[config.mk]
export PLATFORM = sky130hd
export DESIGN_NAME = reset_sequencer
export DESIGN_NICKNAME = d
export VERILOG_FILES = /design/src/rtl/reset_sequencer.sv
export SDC_FILE = /design/constraint.sdc
export NUM_CORES = 1
export LEC_CHECK = 0
export ABC_CLOCK_PERIOD_IN_PS = 1700
export CORE_MARGIN = 5
export CORE_UTILIZATION = 50
export CTS_CLUSTER_DIAMETER = 40
export DETAILED_ROUTE_END_ITERATION = 7
export PLACE_DENSITY = 0.72
export SYNTH_ARGS = -nofsm -noshare
export SYNTH_HDL_FRONTEND = slang
export SYNTH_SLANG_ARGS = --single-unit
[constraint.sdc]
create_clock -name clk -period 1.7 [get_ports clk]
set_clock_uncertainty 0.2 [all_clocks]
set_input_delay 0.17 -clock clk [delete_from_list [all_inputs] [get_ports clk]]
set_output_delay 0.17 -clock clk [all_outputs]
set_load 0.05 [all_outputs]
[src/rtl/reset_sequencer.sv]
// Staged reset release: waits out a hold period and a filtered PLL lock, then
// deasserts each active-low stage reset in index order, STAGE_DLY cycles apart.
module reset_sequencer #(
    parameter int NUM_STAGES  = 4,
    parameter int HOLD_CYCLES = 16,
    parameter int LOCK_FILT   = 8,
    parameter int STAGE_DLY   = 100
) (
    input  logic                  clk,
    input  logic                  rst_n,
    input  logic                  pll_locked,
    input  logic                  sw_rst_req,
    output logic [NUM_STAGES-1:0] rst_stage_n,
    output logic                  seq_done,
    output logic [1:0]            seq_state
);

    localparam int HOLD_W = (HOLD_CYCLES > 1) ? $clog2(HOLD_CYCLES) : 1;
    localparam int LOCK_W = (LOCK_FILT   > 1) ? $clog2(LOCK_FILT)   : 1;
    localparam int DLY_W  = (STAGE_DLY   > 1) ? $clog2(STAGE_DLY)   : 1;
    localparam int IDX_W  = (NUM_STAGES  > 1) ? $clog2(NUM_STAGES)  : 1;

    typedef enum logic [1:0] {
        ST_HOLD      = 2'd0,
        ST_LOCK_WAIT = 2'd1,
        ST_RELEASE   = 2'd2,
        ST_RUN       = 2'd3
    } state_t;

    state_t                  state_reg, state_next;
    logic [HOLD_W-1:0]       hold_cnt_reg, hold_cnt_next;
    logic [LOCK_W-1:0]       lock_cnt_reg, lock_cnt_next;
    logic [DLY_W-1:0]        dly_cnt_reg, dly_cnt_next;
    logic [IDX_W-1:0]        idx_reg, idx_next;
    logic [NUM_STAGES-1:0]   stage_reg, stage_next;
    logic                    done_reg, done_next;
    logic                    sync1_reg, lock_s_reg;
    logic [NUM_STAGES-1:0]   release_mask;
    logic                    abort;

    // One-hot select of the stage being released this step; OR-ing it into the
    // stage register keeps the outputs thermometer-coded.
    for (genvar gi = 0; gi < NUM_STAGES; gi++) begin : g_mask
        assign release_mask[gi] = (idx_reg == IDX_W'(gi));
    end

    assign abort = sw_rst_req ||
                   (!lock_s_reg && (state_reg == ST_RELEASE || state_reg == ST_RUN));

    always_comb begin
        state_next    = state_reg;
        hold_cnt_next = hold_cnt_reg;
        lock_cnt_next = lock_cnt_reg;
        dly_cnt_next  = dly_cnt_reg;
        idx_next      = idx_reg;
        stage_next    = stage_reg;
        done_next     = done_reg;

        if (abort) begin
            state_next    = ST_HOLD;
            hold_cnt_next = '0;
            lock_cnt_next = '0;
            dly_cnt_next  = '0;
            idx_next      = '0;
            stage_next    = '0;
            done_next     = 1'b0;
        end else begin
            case (state_reg)
                ST_HOLD: begin
                    stage_next = '0;
                    done_next  = 1'b0;
                    if (hold_cnt_reg == HOLD_W'(HOLD_CYCLES - 1)) begin
                        state_next    = ST_LOCK_WAIT;
                        hold_cnt_next = '0;
                    end else begin
                        hold_cnt_next = hold_cnt_reg + HOLD_W'(1);
                    end
                end
                ST_LOCK_WAIT: begin
                    if (!lock_s_reg) begin
                        lock_cnt_next = '0;
                    end else if (lock_cnt_reg == LOCK_W'(LOCK_FILT - 1)) begin
                        state_next    = ST_RELEASE;
                        lock_cnt_next = '0;
                        dly_cnt_next  = '0;
                        idx_next      = '0;
                    end else begin
                        lock_cnt_next = lock_cnt_reg + LOCK_W'(1);
                    end
                end
                ST_RELEASE: begin
                    if (dly_cnt_reg == DLY_W'(STAGE_DLY - 1)) begin
                        dly_cnt_next = '0;
                        stage_next   = stage_reg | release_mask;
                        if (idx_reg == IDX_W'(NUM_STAGES - 1)) begin
                            state_next = ST_RUN;
                            done_next  = 1'b1;
                        end else begin
                            idx_next = idx_reg + IDX_W'(1);
                        end
                    end else begin
                        dly_cnt_next = dly_cnt_reg + DLY_W'(1);
                    end
                end
                default: ;
            endcase
        end
    end

    always_ff @(posedge clk) begin
        if (!rst_n) begin
            state_reg    <= ST_HOLD;
            hold_cnt_reg <= '0;
            lock_cnt_reg <= '0;
            dly_cnt_reg  <= '0;
            idx_reg      <= '0;
            stage_reg    <= '0;
            done_reg     <= 1'b0;
            sync1_reg    <= 1'b0;
            lock_s_reg   <= 1'b0;
        end else begin
            state_reg    <= state_next;
            hold_cnt_reg <= hold_cnt_next;
            lock_cnt_reg <= lock_cnt_next;
            dly_cnt_reg  <= dly_cnt_next;
            idx_reg      <= idx_next;
            stage_reg    <= stage_next;
            done_reg     <= done_next;
            sync1_reg    <= pll_locked;
            lock_s_reg   <= sync1_reg;
        end
    end

    assign rst_stage_n = stage_reg;
    assign seq_done    = done_reg;
    assign seq_state   = state_reg;

endmodule

==> flow_summary.toml <==
[status]
outcome = "complete, but fails checks"
violations = "negative setup slack"

[global_route]
grt_max_degree = 14
grt_pass1_wl_mm = 4.73
grt_pass1_vias = 1119
grtUsageTotal_pct = 17.7
gr-total-overflow = 0
antenna_found_initial = 0

[worst_setup_path]
crit_type = "flip-flop to flip-flop"
crit_slowest_cell = "or4b_4"
cpPeakStageDelay_ns = 0.58
crit_chain = "or4b_4, buf_4, nor3_4, nand4_1, a31oi_1"
critical_path_required_ns = 1.77
worstPathArrival_ns = 1.84
crit_family = "simple AND/OR/NAND/NOR gates"
r2r_end = "idx_reg[1]"
crit_cells = 5
cp.buffers_inverters = 1
cp-endpoint = "idx_reg[1]"
r2r-start = "dly_cnt_reg[2]"
regToRegSetupSlack_ns = -0.07
startpoint_type = "flip-flop"
crit_path_end_kind = "flip-flop"
r2r_cells = 5
path_max_fanout = 5
critPathLaunch = "dly_cnt_reg[2]"

[worst_hold_path]
hp-class = "input port to flip-flop"

[floorplanning]
ios = 11
die_height_um = 60.5
die-area_mm2 = 0.00367
coreArea_mm2 = 0.00245
die_w_um = 60.5
rows = 18
start_util_pct = 52.0

[timing]
period_share_pct = 104
maxSlewHeadroom_pct = 81.9
max_freq_mhz = 565
min_period_ns = 1.77
fin_ws_ns = -0.0699
tightestPinTransition_ns = 0.271
rsz0062_at_grt = "true"
maxSlewViolCount = 0
setup_viol = 14
finalHoldViolCount = 0

[synth]
yosysUniqueCellTypes = 38
yosysSeqAreaShare_pct = 39.2
synth_seq_cells = 25
synth_cells = 144
avgSynthCellArea_um2 = 8.87
synth-edff-count = 0
yosysWarningCount = 0
syn-cell-area_mm2 = 0.00128
async_flop_share_pct = 0
synth_ff_type = "dfxtp_1"
syn-num-nets = 160

[route]
postRouteAntennaNets = 0
vias = 1143
dr.pass1.iters = 4
wl_per_cell_um = 13.9
avgViaCountPerCell = 5.63
wl_mm = 2.83
drc = 0
initialDrtViolationCount = 25

[cts]
clk_pin_slew_worst_paths_ns = 0.14
numCtsBuffers = 3
clock_latency_ns = 0.33
cts.htree.levels = 1
clock-sinks = 25
ctsHoldBuffers = 0
clockBufferDepth = 2
root_buffer = "clkbuf_4"
tritoncts = "done"

[cells_and_area]
area_growth_pct = 30.9
utilization_pct = 68.1
n_fill_cell = 208
largest_reg_flops = 7
multi_input_area_um2 = 840
diodes = 0
seq_area_um2 = 515
post_route_cells_drive_above_1_share_pct = 35.3
layout.nets = 190

[placement]
place_congestion = 0.869
dp_hpwl_mm = 2.09
pre_cts_slack_ns = -0.0620
portBuffers = 10

[run]
drv_cap = 0

[power]
irDropWorstVdd_mv = 0.496
power.density_mw_per_mm2 = 538
p_leak_uw = 0.000615
==> report_power, final <==
group	internal [uW]	switching, uW
Combinational	17.5	15.6
Clock	92.2	184
Sequential	588	4.10
==> final cells by class <==
type	instances	area share, %
Sequential cell	25	30.8
Multi-Input combinational cell	109	50.2
Clock buffer	4	1.57
Timing Repair Buffer	28	13.5
Inverter	7	1.72
Tap cell	30	2.24
==> timing repair <==
action | in CTS | in global routing
buffers inserted | 0 | 2
pin swaps | 6 | 8
resized for setup | 8 | 16
endpoints found under the setup margin | 10 | 16
==> how the worst min path moves through the flow <==
stage	from	to	slack, ns	depth (start not counted)
floorplan	rst_n	lock_s_reg	0.09	1
global placement	sync1_reg	lock_s_reg	0.22	1
detailed placement	sync1_reg	lock_s_reg	0.23	1
CTS	pll_locked	sync1_reg	0.23	2
global route	pll_locked	sync1_reg	0.22	2
finish	pll_locked	sync1_reg	0.21	2
==> cells in the final DEF (no fill, tap or decap), types with 2 or more instances in the layout <==
master           netlist  final
nor2_1                16     15
dfxtp_1               25     17
nand3_2                1      2
inv_1                  7      5
o21ai_4                1      2
dfxtp_2                0      6
ha_1                  12      8
a21oi_1               15     12
buf_4                  0     23
a31oi_1                2      2
a21oi_2                0      3
clkdlybuf4s50_1        0      3
ha_4                   0      3
dfxtp_4                0      2
buf_6                  0      2
nand2b_4               1      2
nand4_1                4      4
xnor2_1                5      5
and2_1                 3      3
nand3_1                9      8
nand2_1               15     15
clkbuf_4               0      3
==> cells in the mapped netlist, types with 2 or more instances <==
cell type | instances | area share [%]
dfxtp_1 | 25 | 39
nor2_1 | 16 | 4.7
a21oi_1 | 15 | 5.9
nand2_1 | 15 | 4.4
ha_1 | 12 | 12
nand3_1 | 9 | 3.5
inv_1 | 7 | 2.1
xnor2_1 | 5 | 3.4
nand4_1 | 4 | 2.0
and2_1 | 3 | 1.5
a211oi_1 | 2 | 1.2
a31oi_1 | 2 | 0.98
clkbuf_1 | 2 | 0.59
nand2b_1 | 2 | 0.98
or3_1 | 2 | 0.98
==> layer usage <==
| layer | up-vias | part of all wire [%] | GRT usage (%) |
|---|---|---|---|
| met2 | 18 | 50 | 30.6 |
| met1 | 558 | 45 | 20.6 |
| met4 | 0 | 2.7 | 10.5 |
| li1 | 562 | - | - |
| met3 | 5 | 2.7 | 2.77 |
| met5 | - | 0 | 0 |
==> per-stage QoR <==
step           hold WS (ns)  cells  TNS [ns]  power [uW]  cell area [um^2]
5_1_grt               0.217    203     -1.39         927              1670
6_report              0.214    203    -0.477         901              1670
3_3_place_gp          0.217    197  -0.00688         633              1530
2_1_floorplan        0.0917    144    -0.103         620              1310
3_5_place_dp          0.233    197    -0.397         636              1530
4_1_cts               0.229    201    -0.309         891              1590
==> logic make-up after synthesis <==
kind of cell	after synthesis	share of synthesized area, %
flops	25	39.2
xor+xnor	6	4.11
simple gates	59	23.8
buf+inv	10	3.04
mux	2	1.67
fa+ha+maj	12	11.8
compound gates	30	16.5
No activity file was read; power rests on OpenSTA's default activity.
